$ cat src/rtl/ref_pkg.sv
// Shared refresh-scheduling defaults and types, also used by the RAM and FSB controllers.
package ref_pkg;

   localparam int unsigned REF_PERIOD   = 384;
   localparam int unsigned DEBT_W       = 3;
   localparam int unsigned DEBT_MAX     = 7;
   localparam int unsigned URGENT_LEVEL = 2;
   localparam int unsigned INIT_REFS    = 8;
   localparam int unsigned INIT_W       = 4;

   typedef logic [DEBT_W-1:0] debt_t;

endpackage

$ cat src/rtl/ref_prescaler.sv
// Refresh interval prescaler: one-cycle Tick every PERIOD cycles of CLK_FSB.
module ref_prescaler
   import ref_pkg::*;
#(
   parameter int unsigned PERIOD = REF_PERIOD
) (
   input  logic CLK_FSB,
   input  logic nRES,
   output logic Tick
);

   localparam int unsigned CNT_W = (PERIOD > 1) ? $clog2(PERIOD) : 1;
   localparam logic [CNT_W-1:0] RELOAD = CNT_W'(PERIOD - 1);

   logic [CNT_W-1:0] count;

   always_ff @(posedge CLK_FSB or negedge nRES) begin
      if (!nRES) begin
         count <= RELOAD;
      end else if (count == '0) begin
         count <= RELOAD;
      end else begin
         count <= count - 1'b1;
      end
   end

   assign Tick = (count == '0);

endmodule

$ cat src/rtl/ref_sched.sv
// DRAM refresh scheduler: accrues refresh debt on ticks, retires it on RefAck rising edges.
// Optional post-reset refresh burst is enabled by defining REF_INIT_BURST_EN.
module ref_sched #(
   parameter int unsigned REF_PERIOD   = ref_pkg::REF_PERIOD,
   parameter int unsigned DEBT_W       = ref_pkg::DEBT_W,
   parameter int unsigned DEBT_MAX     = ref_pkg::DEBT_MAX,
   parameter int unsigned URGENT_LEVEL = ref_pkg::URGENT_LEVEL
`ifdef REF_INIT_BURST_EN
   ,
   parameter int unsigned INIT_REFS    = ref_pkg::INIT_REFS
`endif
) (
   input  logic              CLK_FSB,
   input  logic              nRES,
   input  logic              RefAck,
   output logic              RefReq,
   output logic              RefUrgent,
   output logic              RefOvf,
   output logic [DEBT_W-1:0] Debt
);

   import ref_pkg::*;

   localparam logic [DEBT_W-1:0] DEBT_TOP  = DEBT_W'(DEBT_MAX);
   localparam logic [DEBT_W-1:0] URGENT_AT = DEBT_W'(URGENT_LEVEL);

   logic              tick;
   logic              refAckQ;
   logic              ackPulse;
   logic              debtAck;
   logic [DEBT_W-1:0] debt;
   logic              debtReq;
   logic              debtUrgent;

   ref_prescaler #(
      .PERIOD(REF_PERIOD)
   ) uPrescaler (
      .CLK_FSB(CLK_FSB),
      .nRES   (nRES),
      .Tick   (tick)
   );

   always_ff @(posedge CLK_FSB or negedge nRES) begin
      if (!nRES) begin
         refAckQ <= 1'b0;
      end else begin
         refAckQ <= RefAck;
      end
   end

   assign ackPulse = RefAck & ~refAckQ;

`ifdef REF_INIT_BURST_EN
   logic [INIT_W-1:0] initCnt;
   logic              initBusy;

   assign initBusy = (initCnt != '0);

   // Acks pay off the init burst first; debt only sees acks once the burst is done.
   always_ff @(posedge CLK_FSB or negedge nRES) begin
      if (!nRES) begin
         initCnt <= INIT_W'(INIT_REFS);
      end else if (ackPulse && initBusy) begin
         initCnt <= initCnt - 1'b1;
      end
   end

   assign debtAck = ackPulse & ~initBusy;
`else
   assign debtAck = ackPulse;
`endif

   // A tick coinciding with an ack cancels out, so overflow is never flagged then.
   always_ff @(posedge CLK_FSB or negedge nRES) begin
      if (!nRES) begin
         debt   <= '0;
         RefOvf <= 1'b0;
      end else if (tick && !debtAck) begin
         if (debt == DEBT_TOP) begin
            RefOvf <= 1'b1;
         end else begin
            debt <= debt + 1'b1;
         end
      end else if (debtAck && !tick && (debt != '0)) begin
         debt <= debt - 1'b1;
      end
   end

   assign debtReq    = (debt != '0);
   assign debtUrgent = (debt >= URGENT_AT);
   assign Debt       = debt;

`ifdef REF_INIT_BURST_EN
   assign RefReq    = debtReq | initBusy;
   assign RefUrgent = debtUrgent | initBusy;
`else
   assign RefReq    = debtReq;
   assign RefUrgent = debtUrgent;
`endif

endmodule

$ cat config.mk
export PLATFORM = sky130hd
export DESIGN_NAME = ref_sched
export DESIGN_NICKNAME = d
export VERILOG_FILES = /design/src/rtl/ref_pkg.sv /design/src/rtl/ref_prescaler.sv /design/src/rtl/ref_sched.sv
export SDC_FILE = /design/constraint.sdc
export NUM_CORES = 1
export LEC_CHECK = 0
export ABC_AREA = 1
export BUFFER_PORTS_ARGS = -buffer_cell sky130_fd_sc_hd__buf_4
export CAP_MARGIN = 20
export CELL_PAD_IN_SITES_DETAIL_PLACEMENT = 0
export CELL_PAD_IN_SITES_GLOBAL_PLACEMENT = 1
export CORE_MARGIN = 2
export CORE_UTILIZATION = 45
export CTS_CLUSTER_SIZE = 40
export DETAILED_ROUTE_END_ITERATION = 16
export HOLD_SLACK_MARGIN = 0.1
export PLACE_DENSITY = 0.79
export RECOVER_POWER = 50
export SYNTH_ARGS = -nofsm -noshare
export SYNTH_HDL_FRONTEND = slang
export SYNTH_SLANG_ARGS = --single-unit
$ cat constraint.sdc
create_clock -name CLK_FSB -period 5.75 [get_ports CLK_FSB]
set_clock_uncertainty 0.05 [all_clocks]
set_input_delay 1.15 -clock CLK_FSB [delete_from_list [all_inputs] [get_ports CLK_FSB]]
set_output_delay 1.15 -clock CLK_FSB [all_outputs]
set_load 0.02 [all_outputs]
== Word-level counts from Yosys, hierarchy flattened ==
Cells that the tools add are included.
Word-level totals
  output and inout bits: 6
  input bits: 3
  register bits: 14
  word-level logic and storage cells: 26
Cells by class
  order comparisons: 1
  $add $sub $neg: 3
  bitwise logic cells: 2
  equality and inequality tests: 2
  reduce and logical (&&, ||, !) cells: 10
  mux-type cells: 4
Operators with widths (number)
  $logic_not 9->1: 1
  $mux 3: 3
  $mux 9: 1
  $sub 9x1->9 const B: 1
  $reduce_and 2->1: 2
  $add 3x1->3 const B: 1
  $eq 3x3->1 const B: 1
  $ge 3x2->1 const B: 1
  $logic_and 1x1->1: 3
  $reduce_bool 3->1: 1
  $sub 3x1->3 const B: 1
  $logic_not 1->1: 2
  $ne 2x2->1 const B: 1
  $reduce_bool 2->1: 1
  $and 1x1->1: 1
  $not 1->1: 1

== Longest topological paths before layout ==
Gate-level depths: netlist of run 1.
  depth after elaboration: 6
  mapped depth: 12
  depth with buffers taken out: 12

== By module ==
Synthesis of run 1 repeated with hierarchy kept, for this count alone.
Unflattened totals
  cell total of the unflattened synthesis: 85
  area, all modules: 739.5 µm²
Modules (own cells, without submodules)
  ref_prescaler: instances 1, area an instance 466.7 µm², seq. area each 235.2 µm², cells each 53
  ref_sched: instances 1, area an instance 272.8 µm², seq. area each 125.1 µm², cells each 32

== Least setup slack after synthesis of run 1 ==
Ideal clock, no wire load.
  path type: input to register
  start point: input port RefAck
  end point: register debt[2] (netlist: Debt[2])
  arrival: 2.069 ns
  required time: 5.583 ns
  buffers on the path: 0
  setup time: 0.117 ns
  cell stages on the path: 9
  path slack: 3.514 ns
  cells stage by stage: nand2_1 > nand3_2 > fa_1 > inv_1 > nand2_2 > nand2_2 > nand2_2 > nand2_1 > nand2_1
On the way
  word-level cells in the longest chain between the ends: 5
Ends and longest elaborated chain
  start, declared: line ref_sched.sv:15  | input logic RefAck,
  $and 1x1->1 *: line ref_sched.sv:51  | assign ackPulse = RefAck & ~refAckQ;
  $logic_not 1->1 or $logic_and 1x1->1 (tied branches): line ref_sched.sv:78, ref_sched.sv:84
  $logic_and 1x1->1, on equally long branches: line ref_sched.sv:78, ref_sched.sv:84
  $ne 2x2->1 (no source line) or $reduce_bool 2->1 (tied branches)
  $reduce_and 2->1 (no source line)
  end signal, assigned: line ref_sched.sv:82  | debt <= debt + 1'b1;
  end signal, assigned: line ref_sched.sv:85  | debt <= debt - 1'b1;
  end, declared: line ref_sched.sv:31  | logic [DEBT_W-1:0] debt;
Every way passes the cells marked *; elsewhere a longest branch is shown, timed or not.
A chain may end at the register's enable or synchronous reset.

== Worst setup path in the final report of run 1 ==
  start point: register debt[1] (netlist: Debt[1])
  end point: output port RefReq
On the way
  word-level cells in the longest chain between the ends: 1
Ends and longest elaborated chain
  $reduce_bool 3->1: line ref_sched.sv:89  | assign debtReq = (debt != '0);
  end, declared: line ref_sched.sv:16  | output logic RefReq,
No other way between the ends.

==> flow_metrics.tcl, run 1 <==
set metrics [dict create \
    status "complete, no violations" \
    diodes 0 \
    post-route-drc-count 0 \
    fillers 126 \
    hold_viol_final 0 \
    ff2ff_path_depth 12 \
    ant_nets 0 \
    setup_viol 0 \
    setup.worst_path.start "Debt[1]$_DFFE_PN0P_" \
    min-delay-start "uPrescaler.count[0]$_DFF_PN1_" \
    irDropWorstVdd_mv 0.232 \
    synth_cell_types 22 \
    critPathLaunchType "flop" \
    leakagePower_nw 0.446 \
    cts_hold_buf 0 \
    cts_root_buf "clkbuf_4" \
    grt_start_max_net_pins 15 \
    worst_r2r_startpoint "uPrescaler.count[0]$_DFF_PN1_" \
    vias 499 \
    synth-seq-area-share 0.494 \
    synth_area_um2 729 \
    maxSlewViolCount 0 \
    cts_tree "yes" \
    cts_buffers 3 \
    hold_slack_ps 418 \
    reg2reg_to "Debt[2]$_DFFE_PN0P_" \
    cap_violations 0 \
    grt_overflow_total 0 \
    initial_core_util 0.484 \
    hold_depth 1 \
    grt_pass1_vias 532 \
    power-per-cell-area_nw_per_um2 340 \
    postCtsSetupRepairBufs 0 \
    ys_ff_latch 14 \
    syn_nets 80 \
    cts_resized 0 \
    finalNetCount 93 \
    cp.arrival_ps 1070 \
    worstSetupPathType "flop to primary output" \
    required_ps 4550 \
    die_h_um 44.3 \
    drt-total-wl_um 1160 \
    yosysWarnings 0 \
    endpoint_kind "primary output" \
    layout_common_cells "11 x inv_1, 11 x nand2_1, 8 x dfstp_2" \
    worstPathMaxFanout 4 \
    gp_congestion 0.750 \
    fin_setup_tns_ps 0 \
    rsz0062_at_grt "false" \
    grt_pass1_wl_um 2260 \
    core_um2 1510 \
    viasPerCell 4.84 \
    cts_buffer_depth 2 \
    fin_crit_sh 0.395 \
    clock-sinks 14 \
    hpwlAfterDp_um 894 \
    firstDrtPassIters 3 \
    grt_antenna_before_repair 0 \
    wl_per_cell_um 11.2 \
    period_needed_ps 2270 \
    track_usage 0.170 \
    syn_inst 75 \
    die_x_um 44.3 \
    fmax_mhz 440 \
    maxSlewHeadroom 0.525 \
    reg2reg_slack_ps 3820 \
    clock_latency_ps 280 \
    clkTransAtPathRegs_ps 80 \
    min_to "uPrescaler.count[0]$_DFF_PN1_" \
    fp-row-count 14 \
    h-tree-depth 1 \
    port_buffers 8 \
    first_iter_violations 4 \
    io_pins 9 \
    dieArea_um2 1960 \
    worstMarginPinSlew_ps 713 \
    drive_above_1_share 0.356 \
    area_growth_pct 14.1 \
    syn_avg_cell_area_um2 9.73 \
    hold_path_class "flop to flop" \
]
==> worst max-delay path: stages, from the launching register on <==
cell	delay (ps)
dfrtp_1	430
inv_1	120
nand3_1	80
buf_4	160
==> how the worst max path moves through the flow <==
stage | end | cells past startpoint | slack (ps)
final | RefReq | 3 | 3480
after CTS | RefReq | 3 | 3470
after floorplan | Debt[2]$_DFFE_PN0P_ | 9 | 3510
after detailed placement | Debt[2]$_DFFE_PN0P_ | 10 | 3290
after global routing | RefReq | 3 | 3390
after global placement | Debt[2]$_DFFE_PN0P_ | 10 | 3280
==> power by group <==
group	switching (mW)	internal [mW]
Combinational	0.0609	0.0418
Clock	0.0298	0.0269
Sequential	0.0140	0.110
Total	0.105	0.178
==> sequential cells by signal, summed over array words and instances, names as in the netlist <==
name / count
refAckQ: 1
Debt: 3
uPrescaler.count: 9
RefOvf: 1
==> final cells by class <==
| type | count | area, um2 | area share |
|---|---|---|---|
| Sequential cell | 14 | 360 | 0.433 |
| Multi-Input combinational cell | 49 | 324 | 0.389 |
| Timing Repair Buffer | 8 | 56.3 | 0.0677 |
| Inverter | 12 | 45.0 | 0.0541 |
| Clock buffer | 4 | 26.3 | 0.0316 |
| Tap cell | 16 | 20.0 | 0.0241 |
==> layer usage <==
metal	wire [um]	track usage
met3	31	0.0612
met2	528	0.244
met4	34	0.109
met5	0	0
met1	560	0.214
==> per-stage QoR <==
step / area, um2 / total power [mW] / util / worst slack (ps) / cells
floorplan: 729 / 0.190 / - / 3510 / 75
global placement: 810 / 0.230 / 0.537 / 3280 / 99
detailed placement: 810 / 0.230 / 0.537 / 3290 / 99
CTS: 836 / 0.289 / 0.555 / 3470 / 103
global route: 832 / 0.309 / 0.552 / 3390 / 103
finish: 832 / 0.283 / 0.552 / 3480 / 103
==> kinds of logic (layout without fill, tap and decap cells) <==
| logic type | Yosys count | after routing | share of synthesized area |
|---|---|---|---|
| AO/OA/AOI/OAI | 5 | 5 | 0.0395 |
| XOR/XNOR | 4 | 4 | 0.0480 |
| adder cells (fa/ha/maj) | 2 | 2 | 0.0446 |
| buffers and inverters | 12 | 24 | 0.0617 |
| flip-flops | 14 | 14 | 0.494 |
| AND/OR/NAND/NOR | 38 | 38 | 0.312 |
==> cells in the mapped netlist <==
cell,count,area share
nand2_1,11,0.057
nand3_2,1,0.014
ha_1,1,0.017
nor2_2,1,0.0086
fa_1,1,0.027
nand4_2,1,0.017
inv_1,11,0.057
nand4_1,1,0.0086
o21ai_1,2,0.014
dfrtp_1,6,0.21
nand3_1,7,0.048
a31oi_1,1,0.0086
nand2_4,4,0.062
inv_2,1,0.0051
xor2_1,3,0.036
o21ai_0,1,0.0069
dfstp_2,8,0.29
xnor2_1,1,0.012
nand2_2,4,0.034
nor2_1,7,0.036
nor2_8,1,0.027
o21bai_1,1,0.010
Note: power is estimated with default switching activity, not from simulation.
==> run 2: changes to the inputs <==
Settings changed: ABC_AREA 1 to 0, CORE_UTILIZATION 45 to 38, PLACE_DENSITY 0.79 to 0.7.
Clock period 5.75 ns to 1.8 ns, I/O delays scaled along.
==> run 2 against run 1 <==
Effect of this change:
- via count increased by 46%
- sequential cell count is the same
- critical path depth rose by 7
- clock power rose to 3.1 times the previous value
- routed wire length increased by 55%
- hold slack worse by 160 ps
- combinational power grew to 4.5 times the previous value
- the flow now finishes with violations (setup timing)
- critical path type is now flop to flop
- non-clock buffer count is 24 higher
- worst setup slack got worse by 4100 ps
- area after synthesis is 6.7% higher
- sequential share of layout area fell by 11 points
- power increased to 3.6 times the previous value
==> flow_metrics.tcl, run 2 <==
set metrics [dict create \
    die_h_um 49.3 \
    critPathLaunchType "flop" \
    setup_slack_ps -600 \
    max_flop_register "uPrescaler.count" \
    grt_antenna_before_repair 0 \
    total_power_mw 1.03 \
    syn_inst 79 \
    fillers 180 \
    diodes 0 \
    cts_buffers 3 \
    initial_core_util 0.401 \
    synth_edf_count 0 \
    core_um2 1940 \
    synth-seq-area-share 0.463 \
    grt_pass1_vias 708 \
    reg2reg_to "Debt[1]$_DFFE_PN0P_" \
    crit_family "simple AND/OR/NAND/NOR gates" \
    period_needed_ps 2400 \
    port_buffers 8 \
    pwr-share-seq 0.380 \
    clockPowerShare 0.169 \
    drive_above_1_share 0.496 \
    largest_reg_flops 9 \
    yosys.cell_count.top_type "nor2_1" \
    crit_path_cell_trace "inv_2 -> ha_4 -> or4b_4 -> nor3_4 -> inv_2 -> fa_2 -> nor2_2 -> nand4_1 -> o221ai_1 -> a221oi_1" \
    track_usage 0.170 \
    power-per-cell-area_nw_per_um2 909 \
    synth_top_area_cell "dfstp_2" \
    leakagePower_nw 0.494 \
    worst-path-buf-inv 2 \
    endpoint_kind "flop" \
    synth_flop_cell "dfstp_2" \
    rsz0062_at_grt "true" \
    worst_r2r_startpoint "uPrescaler.count[1]$_DFF_PN1_" \
    ant_nets 0 \
    drt-total-wl_um 1790 \
    worstMarginPinSlew_ps 773 \
    cap_violations 0 \
    ff_latch_area_um2 360 \
    maxSlewHeadroom 0.485 \
    first_iter_violations 8 \
    dieArea_um2 2430 \
    min_to "refAckQ$_DFF_PN0_" \
    synthArstFlopShare 1.00 \
    switching_share 0.379 \
    irDropWorstVdd_mv 0.559 \
    gp_congestion 0.797 \
    post-route-drc-count 0 \
    h-tree-depth 1 \
    fmax_mhz 417 \
    wl_per_cell_um 12.8 \
    yosysWarnings 0 \
    p_switching_mw 0.389 \
    clock_latency_ps 280 \
    grt_start_max_net_pins 15 \
    slowest_delay_ps 560 \
    fin_crit_sh 1.33 \
    cp.arrival_ps 2530 \
    layout_common_cells "28 x buf_4, 8 x nand2_1, 8 x dfstp_2" \
    comb_power_share 0.451 \
    ff2ff_path_depth 10 \
    grt_overflow_total 0 \
    finalNetCount 120 \
    maxSlewViolCount 0 \
    die_x_um 49.3 \
    p_int_mw 0.638 \
    clkTransAtPathRegs_ps 90 \
    ys_top_cells_by_count "9 x nor2_1, 8 x dfstp_2, 8 x nand2_1" \
    cts_root_buf "clkbuf_4" \
    hold_path_class "primary input to flop" \
    synth_cell_types 33 \
    clock-sinks 14 \
    hpwlAfterDp_um 1340 \
    worstSetupPathType "flop to flop" \
    status "complete, but fails checks" \
    synthTopCellsByArea "dfstp_2 27%, dfrtp_1 19%, xor2_1 4.5%, nor2_1 4.3%, nand2_1 3.9%" \
    required_ps 1930 \
    ys_ff_latch 14 \
    grt_pass1_wl_um 3080 \
    synth_top_cell_area_share 0.270 \
    area_growth_pct 45.2 \
    synth_area_um2 778 \
    firstDrtPassIters 4 \
    multi_input_area_um2 444 \
    io_pins 9 \
    hold_depth 2 \
    violations "setup timing" \
    min-delay-start "RefAck" \
    hold_viol_final 0 \
    syn_avg_cell_area_um2 9.85 \
    syn_nets 84 \
    worstPathMaxFanout 4 \
    fp-row-count 16 \
    viasPerCell 5.20 \
    setup_viol 3 \
    cpMostUsedCell "inv_2" \
    cts_buffer_depth 2 \
    post-place-ws_ps -682 \
    cts_tree "yes" \
    reg2reg_slack_ps -600 \
    layout_commonest_cell "buf_4" \
    crit_slowest_cell "fa_2" \
    vias 728 \
]
run 2: changes by cell type in the layout (fill, tap and decap cells not counted), sizes merged, moves of 3 or more:
cell / change
nand3: -6
nor3: +3
nand2: -11
inv: -5
buf: +23
or3: +3
nor4: +3
run 2: power groups by stage:
stage                     sequential, mW  combinational [mW]  clock, mW
final                              0.390               0.462      0.174
after floorplan                    0.440               0.221          0
after global placement             0.392               0.438          0
after global routing               0.399               0.508      0.198
after CTS                          0.388               0.446      0.185
after detailed placement           0.392               0.443          0
run 2: per-layer routing:
layer  share of wire  GRT usage  vias to the layer above  wire [um]
met5               0          0                        -          0
met4           0.025      0.110                        0         44
met3           0.026     0.0368                        6         47
met2            0.49      0.266                       14        876
met1            0.46      0.211                      351        819
li1                -          -                      357          -
run 2: cells by family after synthesis:
family,count (synthesis),share of synthesized area
compound gates,13,0.129
xor+xnor,6,0.0675
fa+ha+maj,2,0.0418
buf+inv,8,0.0402
flops,14,0.463
simple gates,36,0.259
run 2: area by class of cell:
| type | count | share of cell area |
|---|---|---|
| Sequential cell | 14 | 0.319 |
| Multi-Input combinational cell | 57 | 0.393 |
| Timing Repair Buffer | 32 | 0.215 |
| Tap cell | 27 | 0.0299 |
| Inverter | 7 | 0.0233 |
| Clock buffer | 3 | 0.0199 |
run 2: how the worst max path moves through the flow:
stage,endpoint,slack (ps),depth (start not counted),startpoint
after floorplan,Debt[1]$_DFFE_PN0P_,-680,11,uPrescaler.count[1]$_DFF_PN1_
after global placement,Debt[1]$_DFFE_PN0P_,-590,8,uPrescaler.count[7]$_DFF_PN0_
after detailed placement,Debt[1]$_DFFE_PN0P_,-680,8,uPrescaler.count[7]$_DFF_PN0_
after CTS,Debt[1]$_DFFE_PN0P_,-620,10,uPrescaler.count[0]$_DFF_PN1_
after global routing,Debt[1]$_DFFE_PN0P_,-700,10,uPrescaler.count[0]$_DFF_PN1_
final,Debt[1]$_DFFE_PN0P_,-600,10,uPrescaler.count[1]$_DFF_PN1_
run 2: through the flow:
stage | std cells | cell area, um2 | hold WS (ps) | utilization | TNS, ps
final | 140 | 1130 | 254 | 0.582 | -1410
after global routing | 140 | 1130 | 244 | 0.582 | -1740
after CTS | 137 | 1080 | 220 | 0.557 | -1360
after detailed placement | 133 | 1040 | 170 | 0.538 | -1460
after global placement | 133 | 1040 | 172 | 0.538 | -1340
after floorplan | 79 | 812 | 14.4 | - | -1350
run 2: worst reg2reg max path, stage by stage, from the launching register on:
cell      delay (ps)
dfstp_2          370
inv_2             60
ha_4             120
or4b_4           480
nor3_4           150
inv_2             60
fa_2             560
nor2_2            50
nand4_1           70
o221ai_1         110
a221oi_1         230
run 2: repair_timing:
| item | 4_1_cts | 5_1_grt |
|---|---|---|
| hold endpoints to repair | 14 | 0 |
| hold buffers | 1 | 0 |
| pin swaps | 1 | 4 |
| resized for setup | 1 | 9 |
| endpoints found under the setup margin | 3 | 5 |
| setup buffers | 0 | 3 |
